===== src/rtl/pll_lock_monitor.sv =====
// PLL lock monitor: measures clk_i cycles between synchronised ref_i rising edges and
// declares lock after GOOD_PERIODS consecutive in-tolerance periods.
module pll_lock_monitor #(
    parameter int EXP_COUNT    = 16,
    parameter int TOL          = 1,
    parameter int GOOD_PERIODS = 4,
    parameter int TIMEOUT      = 32,
    parameter int CNT_W        = 8
) (
    input  logic             clk_i,
    input  logic             rstn_i,
    input  logic             ref_i,
    output logic             lock_o,
    output logic             err_o,
    output logic [CNT_W-1:0] period_o,
    output logic             period_valid_o,
    output logic [7:0]       loss_cnt_o,
    output logic [1:0]       dbg_state_o
);

    typedef enum logic [1:0] {
        ST_IDLE   = 2'd0,
        ST_TRACK  = 2'd1,
        ST_LOCKED = 2'd2
    } state_t;

    localparam int GC_W = $clog2(GOOD_PERIODS + 1);
    localparam logic [CNT_W:0]   LO_LIM  = (CNT_W+1)'(EXP_COUNT - TOL);
    localparam logic [CNT_W:0]   HI_LIM  = (CNT_W+1)'(EXP_COUNT + TOL);
    localparam logic [CNT_W-1:0] CNT_MAX = '1;
    localparam logic [CNT_W-1:0] TO_VAL  = CNT_W'(TIMEOUT);
    localparam logic [GC_W-1:0]  GC_LAST = GC_W'(GOOD_PERIODS - 1);

    logic             r_sync0;
    logic             r_sync1;
    logic             r_sync2;
    logic [CNT_W-1:0] r_cnt;
    state_t           r_state;
    logic [GC_W-1:0]  r_good_cnt;
    logic             r_lock;
    logic             r_err;
    logic             r_pv;
    logic [CNT_W-1:0] r_period;
    logic [7:0]       r_loss;

    logic             w_rise;
    logic             w_good;
    logic             w_timeout;
    logic [CNT_W-1:0] w_cnt_nxt;
    state_t           w_state_nxt;
    logic [GC_W-1:0]  w_gc_nxt;
    logic             w_lock_nxt;
    logic             w_err_nxt;
    logic             w_pv_nxt;
    logic [CNT_W-1:0] w_period_nxt;
    logic [7:0]       w_loss_nxt;

    // r_sync2 is the edge register; a rise is seen once the level reaches r_sync1.
    assign w_rise    = r_sync1 & ~r_sync2;
    assign w_good    = ({1'b0, r_cnt} >= LO_LIM) && ({1'b0, r_cnt} <= HI_LIM);
    assign w_timeout = (r_cnt == TO_VAL) && !w_rise;
    assign w_cnt_nxt = w_rise ? CNT_W'(1) : ((r_cnt == CNT_MAX) ? r_cnt : r_cnt + CNT_W'(1));

    always_ff @(posedge clk_i) begin
        if (!rstn_i) begin
            r_sync0    <= 1'b0;
            r_sync1    <= 1'b0;
            r_sync2    <= 1'b0;
            r_cnt      <= '0;
            r_state    <= ST_IDLE;
            r_good_cnt <= '0;
            r_lock     <= 1'b0;
            r_err      <= 1'b0;
            r_pv       <= 1'b0;
            r_period   <= '0;
            r_loss     <= '0;
        end else begin
            r_sync0    <= ref_i;
            r_sync1    <= r_sync0;
            r_sync2    <= r_sync1;
            r_cnt      <= w_cnt_nxt;
            r_state    <= w_state_nxt;
            r_good_cnt <= w_gc_nxt;
            r_lock     <= w_lock_nxt;
            r_err      <= w_err_nxt;
            r_pv       <= w_pv_nxt;
            r_period   <= w_period_nxt;
            r_loss     <= w_loss_nxt;
        end
    end

    // A rise always takes priority over the timeout on the same cycle.
    always_comb begin
        w_state_nxt = r_state;
        w_gc_nxt    = r_good_cnt;
        case (r_state)
            ST_IDLE: begin
                if (w_rise) begin
                    w_state_nxt = ST_TRACK;
                    w_gc_nxt    = '0;
                end
            end
            ST_TRACK: begin
                if (w_rise) begin
                    if (w_good) begin
                        w_gc_nxt = r_good_cnt + GC_W'(1);
                        if (r_good_cnt == GC_LAST) begin
                            w_state_nxt = ST_LOCKED;
                        end
                    end else begin
                        w_gc_nxt = '0;
                    end
                end else if (w_timeout) begin
                    w_state_nxt = ST_IDLE;
                    w_gc_nxt    = '0;
                end
            end
            ST_LOCKED: begin
                if (w_rise) begin
                    if (!w_good) begin
                        w_state_nxt = ST_TRACK;
                        w_gc_nxt    = '0;
                    end
                end else if (w_timeout) begin
                    w_state_nxt = ST_IDLE;
                    w_gc_nxt    = '0;
                end
            end
            default: begin
                w_state_nxt = ST_IDLE;
                w_gc_nxt    = '0;
            end
        endcase
    end

    always_comb begin
        w_lock_nxt   = (w_state_nxt == ST_LOCKED);
        w_err_nxt    = (r_state == ST_LOCKED) && (w_state_nxt != ST_LOCKED);
        w_pv_nxt     = w_rise && (r_state != ST_IDLE);
        w_period_nxt = w_pv_nxt ? r_cnt : r_period;
        w_loss_nxt   = r_loss;
        if (w_err_nxt && (r_loss != 8'hFF)) begin
            w_loss_nxt = r_loss + 8'd1;
        end
    end

    assign lock_o         = r_lock;
    assign err_o          = r_err;
    assign period_o       = r_period;
    assign period_valid_o = r_pv;
    assign loss_cnt_o     = r_loss;
    assign dbg_state_o    = r_state;

endmodule


===== config.mk =====
export PLATFORM = sky130hd
export DESIGN_NAME = pll_lock_monitor
export DESIGN_NICKNAME = d
export VERILOG_FILES = /design/src/rtl/pll_lock_monitor.sv
export SDC_FILE = /design/constraint.sdc
export NUM_CORES = 1
export LEC_CHECK = 0
export BUFFER_PORTS_ARGS = -buffer_cell sky130_fd_sc_hd__buf_4
export CAP_MARGIN = 10
export CELL_PAD_IN_SITES_DETAIL_PLACEMENT = 1
export CELL_PAD_IN_SITES_GLOBAL_PLACEMENT = 1
export CORE_AREA = 2 2 72 74
export DETAILED_ROUTE_END_ITERATION = 10
export DIE_AREA = 0 0 74 76
export MAX_ROUTING_LAYER = met4
export PLACE_DENSITY = 0.78
export SLEW_MARGIN = 20
export SYNTH_ARGS = -nofsm -noshare
export SYNTH_HDL_FRONTEND = slang
export SYNTH_SLANG_ARGS = --single-unit

===== constraint.sdc =====
create_clock -name clk_i -period 2.1 [get_ports clk_i]
set_input_delay 0.105 -clock clk_i [delete_from_list [all_inputs] [get_ports clk_i]]
set_output_delay 0.105 -clock clk_i [all_outputs]
set_load 0.1 [all_outputs]

# [Yosys cells after proc, flatten, opt, wreduce, memory -nomap -nowiden]
# Index checks and enable logic that the tools add are counted.
# W data, S select, Z words.
[word_totals] reg_bits=35 input_bits=3 out_inout_bits=21 word_cells=58
[classes] addsub=3 order_cmp=2 n_eq_ne=11 muxes=17 bitwise_logic=3 n_reduce_logical=10
[ops] cell="$mux W3" n=6
[ops] cell="$add A8 B1 Y8 const B" n=2
[ops] cell="$mux W2" n=7
[ops] cell="$pmux W3 S3" n=1
[ops] cell="$eq A8 B6 Y1 const B" n=1
[ops] cell="$eq A8 B8 Y1 const B" n=1
[ops] cell="$ge A8 B4 Y1 const B" n=1
[ops] cell="$le A8 B5 Y1 const B" n=1
[ops] cell="$ne A8 B8 Y1 const B" n=1
[ops] cell="$ne A2 B2 Y1 const B" n=3
[ops] cell="$pmux W2 S3" n=1
[ops] cell="$logic_and A1 B1 Y1" n=5
[ops] cell="$eq A2 B2 Y1 const B" n=2
[ops] cell="$add A3 B1 Y3 const B" n=1
[ops] cell="$eq A3 B2 Y1 const B" n=1
[ops] cell="$ne A3 B3 Y1 const B" n=1
[ops] cell="$eq A2 B1 Y1 const B" n=1
[ops] cell="$logic_not A2 Y1" n=1
[ops] cell="$mux W1" n=2
[ops] cell="$not A1 Y1" n=2
[ops] cell="$reduce_and A2 Y1" n=1
[ops] cell="$reduce_bool A2 Y1" n=1
[ops] cell="$reduce_or A2 Y1" n=1
[ops] cell="$and A1 B1 Y1" n=1
[ops] cell="$logic_not A1 Y1" n=1

# [Longest topological paths before layout]
# Gate-level depths: netlist of the first run.
[logic_depth] ltp_word=10 ltp_mapped=10 ltp_nobuf=9

# [Worst setup path before layout of the first run]
# No wires, ideal clock.
[synth_path] kind="register to register" startpoint="register r_state[0] (netlist: dbg_state_o[0])" endpoint="register r_loss[7] (netlist: loss_cnt_o[7])" arrival_time_ps=2889 t_required_ps=1985 path_slack_ps=-904 path_stages_with_launch=11 path_buffers=1 period_less_slack_ps=3004 path_cell_list="dfxtp_1 > inv_1 > ha_1 > clkbuf_1 > or2_2 > a21oi_1 > o32a_1 > nor3_2 > a21oi_4 > a31oi_1 > o21a_1"
[synth_via] elab_chain_len=7 elab_cells_between_ends=14
[synth_rtl] element="start: declaration" line="38" source="state_t r_state;"
[synth_rtl] element="start signal: assignment" line="82" source="r_state <= w_state_nxt;"
[synth_rtl] element="$mux W2" line="107" source="if (r_good_cnt == GC_LAST) begin"
[synth_rtl] element="$mux W2" line="105" source="if (w_good) begin"
[synth_rtl] element="$mux W2" line="104" source="if (w_rise) begin"
[synth_rtl] element="$pmux W2 S3" line="96" source="case (r_state)"
[synth_rtl] element="$ne A2 B2 Y1" line="138" source="w_err_nxt = (r_state == ST_LOCKED) && (w_state_nxt != ST_LOCKED);"
[synth_rtl] element="$logic_and A1 B1 Y1 *" line="138"
[synth_rtl] element="$logic_and A1 B1 Y1 *" line="142" source="if (w_err_nxt && (r_loss != 8'hFF)) begin"
[synth_rtl] element="end signal: assignment" line="88" source="r_loss <= w_loss_nxt;"
[synth_rtl] element="end: declaration" line="44" source="logic [7:0] r_loss;"
# Every way passes the cells marked *; elsewhere a longest branch is shown, timed or not.
# A chain may end at the register's enable or synchronous reset.

# [Worst setup path after layout of the first run]
[layout_path] startpoint="register r_cnt[2]" endpoint="register r_loss[7] (netlist: loss_cnt_o[7])"
[layout_via] elab_chain_len=8 elab_cells_between_ends=14
[layout_rtl] element="start: declaration" line="37" source="logic [CNT_W-1:0] r_cnt;"
[layout_rtl] element="start signal: assignment" line="81" source="r_cnt <= w_cnt_nxt;"
[layout_rtl] element="$ge A8 B4 Y1, or another cell as far along" line="60" source="assign w_good = ({1'b0, r_cnt} >= LO_LIM) && ({1'b0, r_cnt} <= HI_LIM);"
[layout_rtl] element="$logic_and A1 B1 Y1 (on tied branches)" line="60, 61"
[layout_rtl] element="$mux W2 (on tied branches)"
[layout_rtl] element="$mux W2 (on tied branches)" line="119, 104"
[layout_rtl] element="$pmux W2 S3 *" line="96"
[layout_rtl] element="$ne A2 B2 Y1 *" line="138"
[layout_rtl] element="$logic_and A1 B1 Y1 *" line="138"
[layout_rtl] element="$logic_and A1 B1 Y1 *" line="142"
# Marked as above.

==> results.json, run 1 <==
{
  "synth_area_leaders": "dfxtp_1 (39%), ha_1 (7.0%), nand2_1 (5.2%), a21boi_0 (3.8%), o21ai_0 (3.6%)",
  "synth_seq_area_share": 0.390,
  "dp_cells": 308,
  "asyncSetResetFlopFracSynth": 0,
  "ys_dominant_reg_cell": "dfxtp_1",
  "cell_at_the_root_of_the_clock_tree": "clkbuf_8",
  "final_cells": 324,
  "dieArea_um2": 5620,
  "p_per_area_nw_per_um2": 590,
  "synth_top_area_frac": 0.390,
  "yosysWarnings": 0,
  "min_period_over_period": 1.02,
  "min-delay-path-class": "primary input to register",
  "p_leak_nw": 0.994,
  "final-hold-violation-count": 0,
  "drtPass1Iterations": 4,
  "layout-area-overhead-vs-synth_pct": 35.3,
  "violations": "setup timing",
  "holdWs_ns": 0.0139,
  "postSynthAreaPerCell_um2": 8.72,
  "first_global_vias": 1591,
  "run_status": "complete, but fails checks",
  "place_hpwl_mm": 3.17,
  "wire_length_of_the_first_global_routing_pass_mm": 7.60,
  "route.detailed.wl_per_inst_um": 14.6,
  "die-width_um": 74,
  "worst_skew_pair.late_latency_ns": 0.29,
  "worst_hold_path.num_cells": 2,
  "final_nets": 266,
  "cts-root-to-sink-buffers": 2,
  "tritoncts": "yes",
  "number_of_synthesized_flops_with_an_enable_pin": 0,
  "grt_overflow_total": 0,
  "port_buffers": 23,
  "fmax_mhz": 466,
  "setup_viol_count_final": 4,
  "power.ir.vdd_worst_mv": 0.331,
  "placementRows": 26,
  "crit_path_max_fanout": 5,
  "timing.final.ws_setup_ns": -0.0457,
  "die_h_um": 76,
  "post_synth_inst_count": 206,
  "r2r_cells": 6,
  "ios": 24,
  "synthDistinctLibCells": 46,
  "slew_headroom": 0.736,
  "placeableCoreArea_um2": 4910,
  "route.final.wire_length_mm": 4.73,
  "avgViaCountPerCell": 5.06,
  "vias": 1640,
  "globalplace.congestion": 0.736,
  "final.fill_count": 594,
  "timing.critical_path.arrival_ns": 2.34,
  "clock_sinks": 35,
  "design_power_w": 0.00143,
  "timing_max_transition_violations_final": 0,
  "synth_top_area_cell": "dfxtp_1",
  "grt_antenna_before_repair": 0,
  "htreeDepth": 2,
  "final_common_cell": "buf_4",
  "drv_cap": 0,
  "timing.clock.skew_ns": 0.00660,
  "end_kind": "register",
  "ctsHoldBuffers": 0,
  "drive_above_1_share": 0.350,
  "antenna_nets_post_route": 0,
  "antenna-diode-count": 0,
  "cts-buffers-inserted": 5,
  "start_kind": "register",
  "floorplan.initialDensity": 0.366,
  "total_of_flip_flops_plus_latches_after_synthesis": 35,
  "clk_pin_slew_ns": 0.08,
  "critPathRequiredTime_ns": 2.29,
  "grt_start_max_net_pins": 33,
  "setup_repair_after_global_routing_missed_its_margin": "true",
  "mappedNetlistArea_um2": 1800,
  "crit_type": "register to register",
  "post-route-min-period_ns": 2.15,
  "grt.total_usage": 0.179,
  "drt_first_iter_violations": 64,
  "mappedNetlistNets": 219,
  "layout_common_cells": "buf_4 (47), dfxtp_1 (26), nand2_1 (24), nor2_1 (14), o21ai_0 (13)",
  "detail_route.drc_violations": 0,
  "tightestPinTransition_ns": 0.394
}
flip-flops by register name, summed over array words and instances (netlist names):
name,count
loss_cnt_o,8
period_o,8
r_cnt,8
r_good_cnt,3
dbg_state_o,2
err_o,1
lock_o,1
period_valid_o,1
r_sync0,1
r_sync1,1
r_sync2,1
area by class of cell:
class | instances | area, um2 | area share
multi-input combinational | 154 | 1100 | 0.455
clock buffer | 5 | 68.8 | 0.0283
clock inverter | 3 | 43.8 | 0.0180
sequential | 35 | 717 | 0.295
timing repair buffer | 49 | 375 | 0.154
tap | 70 | 87.6 | 0.0360
inverter | 8 | 32.5 | 0.0134
synth_stat cells (2+ instances only):
| cell | count |
|---|---|
| nor2b_1 | 3 |
| nor4b_1 | 2 |
| ha_1 | 10 |
| o21ai_0 | 13 |
| nor3b_1 | 3 |
| a31oi_1 | 4 |
| nor3_1 | 2 |
| inv_1 | 8 |
| dfxtp_1 | 35 |
| nand2_1 | 25 |
| nand3_1 | 8 |
| nand4_1 | 5 |
| a21oi_1 | 3 |
| a21boi_0 | 9 |
| and2_1 | 7 |
| nor2_1 | 14 |
| mux2i_1 | 5 |
| clkbuf_1 | 8 |
| o21a_1 | 2 |
| nand2b_1 | 7 |
| and4b_1 | 2 |
| and3_1 | 3 |
| xnor2_1 | 3 |
| or2_2 | 3 |
path summary, 6_finish.rpt:
| path | slack [ns] | start | end |
|---|---|---|---|
| setup / recovery | -0.05 | r_cnt[2]$_SDFFE_PP0P_ | loss_cnt_o[7]$_SDFFE_PN0P_ |
| hold / removal | 0.01 | ref_i | r_sync0$_SDFF_PN0_ |
| hold reg to reg | 0.44 | r_sync0$_SDFF_PN0_ | r_sync1$_SDFF_PN0_ |
| setup reg to reg | -0.05 | r_cnt[2]$_SDFFE_PP0P_ | loss_cnt_o[7]$_SDFFE_PN0P_ |
critical path, cell delays in order, from the launching register on:
cell     delay [ns]
dfxtp_2        0.32
or4_1          0.52
or4_4          0.48
a22oi_4        0.26
a21oi_4        0.11
and4_1         0.19
o21a_1         0.16
per-layer routing:
layer	vias up	wire [um]	GRT usage
met5	-	0	-
met4	0	97	0.0655
met3	9	99	0.0317
met2	24	2300	0.286
met1	790	2230	0.222
li1	817	-	-
metrics by stage:
step	area [um2]	util	worst slack, ns	TNS [ns]
after floorplan	1860	-	-0.0915	-0.274
after CTS	2380	0.484	-0.0471	-0.128
after detailed placement	2200	0.449	-0.101	-0.409
final	2430	0.495	-0.0457	-0.0685
after global placement	2200	0.449	-0.0231	-0.0628
after global routing	2430	0.495	-0.107	-0.622
cells by family after synthesis:
kind of cell / after synthesis / share of synthesized area
AND/OR/NAND/NOR: 91 / 0.277
AO/OA/AOI/OAI: 43 / 0.174
flip-flops: 35 / 0.390
buffers and inverters: 18 / 0.0425
adder cells (fa/ha/maj): 10 / 0.0697
multiplexers: 5 / 0.0279
XOR/XNOR: 4 / 0.0195
power breakdown:
part	internal, W	switching, W
Combinational	0.0000579	0.0000815
Clock	0.000353	0.000263
Sequential	0.000671	0.00000721
repair_timing:
item,in CTS,in global routing
gates cloned,1,0
resized for setup,6,9
pin swaps,10,8
setup endpoints to repair,6,10
buffers inserted,4,3
Power figures use the tool's default switching activity.
==> inputs of run 2 (changes only) <==
- CTS_CLUSTER_DIAMETER: unset -> 30
- GPL_TIMING_DRIVEN: unset -> 0
==> results.json, run 2 (synthesis gave the netlist of run 1 again) <==
{
  "die-width_um": 74,
  "cts-root-to-sink-buffers": 2,
  "post-route-cell-area_um2": 2410,
  "fmax_mhz": 460,
  "final_nets": 260,
  "p_per_area_nw_per_um2": 542,
  "htreeDepth": 2,
  "cell_at_the_root_of_the_clock_tree": "clkbuf_8",
  "final_common_cell": "buf_4",
  "clock_sinks": 35,
  "min_period_over_period": 1.04,
  "place_hpwl_mm": 3.12,
  "timing_max_transition_violations_final": 0,
  "drv_cap": 0,
  "crit_buf_inv": 0,
  "post_dp_cell_area_um2": 2120,
  "floorplan.initialDensity": 0.366,
  "layout-area-overhead-vs-synth_pct": 34.2,
  "dp_cells": 299,
  "grt_overflow_total": 0,
  "clk_pin_slew_ns": 0.08,
  "detail_route.drc_violations": 0,
  "antenna_nets_post_route": 0,
  "final_util": 0.491,
  "start_kind": "register",
  "ios": 24,
  "footprint_of_the_multi_input_gates_um2": 1160,
  "final.fill_count": 571,
  "wire_length_of_the_first_global_routing_pass_mm": 7.88,
  "p_leak_nw": 0.933,
  "worst_path_dominant_cell_family": "simple AND/OR/NAND/NOR gates",
  "timing.clock.skew_ns": 0.0100,
  "worst_skew_pair.late_latency_ns": 0.29,
  "post-route-min-period_ns": 2.17,
  "avgViaCountPerCell": 5.15,
  "placeableCoreArea_um2": 4910,
  "violations": "setup timing",
  "drive_above_1_share": 0.351,
  "ff_latch_area_um2": 728,
  "layout_common_cells": "buf_4 (35), nand2_1 (25), dfxtp_1 (25), nor2_1 (14), o21ai_0 (13)",
  "cp_slowest_cell": "or4_4",
  "cts-buffers-inserted": 5,
  "tritoncts": "yes",
  "grt.total_usage": 0.180,
  "first_global_vias": 1649,
  "design_power_w": 0.00131,
  "dieArea_um2": 5620,
  "placementRows": 26,
  "drt_first_iter_violations": 104,
  "grt_antenna_before_repair": 0,
  "min-delay-path-class": "primary input to register",
  "tightestPinTransition_ns": 0.593,
  "end_kind": "register",
  "crit_path_max_incr_delay_ns": 0.52,
  "route.detailed.wl_per_inst_um": 14.4,
  "port_buffers": 23,
  "final_cells": 318,
  "crit_path_max_fanout": 5,
  "timing.critical_path.arrival_ns": 2.37,
  "slew_headroom": 0.603,
  "timing.final.ws_setup_ns": -0.0750,
  "power.ir.vdd_worst_mv": 0.227,
  "route.final.wire_length_mm": 4.57,
  "critical_path.cell_chain": "or4_4 -> or4_4 -> a22oi_4 -> a21oi_4 -> and4_1 -> o21a_1",
  "setup_viol_count_final": 8,
  "die_h_um": 76,
  "globalplace.congestion": 0.796,
  "run_status": "complete, but fails checks",
  "crit_type": "register to register",
  "worst_path_most_repeated_cell": "or4_4",
  "vias": 1638,
  "drtPass1Iterations": 4,
  "grt_start_max_net_pins": 13,
  "critPathRequiredTime_ns": 2.29,
  "setup_repair_after_global_routing_missed_its_margin": "true",
  "final-hold-violation-count": 0,
  "ctsHoldBuffers": 0,
  "antenna-diode-count": 0
}
-- run 2: metrics by stage --
step | hold WS, ns | setup TNS (ns) | setup WS [ns]
6_report | 0.0259 | -0.352 | -0.0750
5_1_grt | 0.0171 | -1.24 | -0.183
4_1_cts | 0.0168 | -1.15 | -0.153
3_5_place_dp | 0.318 | -2.14 | -0.300
3_3_place_gp | 0.316 | -1.61 | -0.263
2_1_floorplan | 0.232 | -0.274 | -0.0915
-- run 2: final timing paths --
kind	startpoint	endpoint	slack [ns]	depth (start not counted)
worst max-delay path	r_cnt[3]$_SDFFE_PP0P_	loss_cnt_o[7]$_SDFFE_PN0P_	-0.07	6
worst min-delay path	ref_i	r_sync0$_SDFF_PN0_	0.03	2
worst min register to register	r_sync0$_SDFF_PN0_	r_sync1$_SDFF_PN0_	0.44	1
worst max register to register	r_cnt[3]$_SDFFE_PP0P_	loss_cnt_o[7]$_SDFFE_PN0P_	-0.07	6
-- run 2: per-layer routing --
metal  track usage  part of all wire  wire [um]  vias to the layer above
li1              -                 -          -                      807
met1         0.229              0.46       2090                      806
met2         0.289              0.51       2320                       18
met3        0.0370             0.023        107                        7
met4        0.0491             0.011         51                        0
met5             -                 0          0                        -
-- run 2: area by class of cell --
type                       count  area share
inverter                       8      0.0135
multi-input combinational    154       0.482
buffer                         7      0.0156
sequential                    35       0.302
timing repair buffer          36       0.114
clock buffer                   5      0.0286
clock inverter                 3     0.00831
tap                           70      0.0363
-- run 2: repair_timing --
item	in CTS	in global routing
hold endpoints to repair	0	0
setup endpoints to repair	11	12
gates cloned	1	0
resized for setup	18	15
pin swaps	11	11
setup buffers	9	6
-- run 2: power by group --
part / internal, W / total [W] / switching, W
Sequential: 0.000669 / 0.000682 / 0.0000137
Combinational: 0.0000604 / 0.000137 / 0.0000765
Clock: 0.000231 / 0.000486 / 0.000255
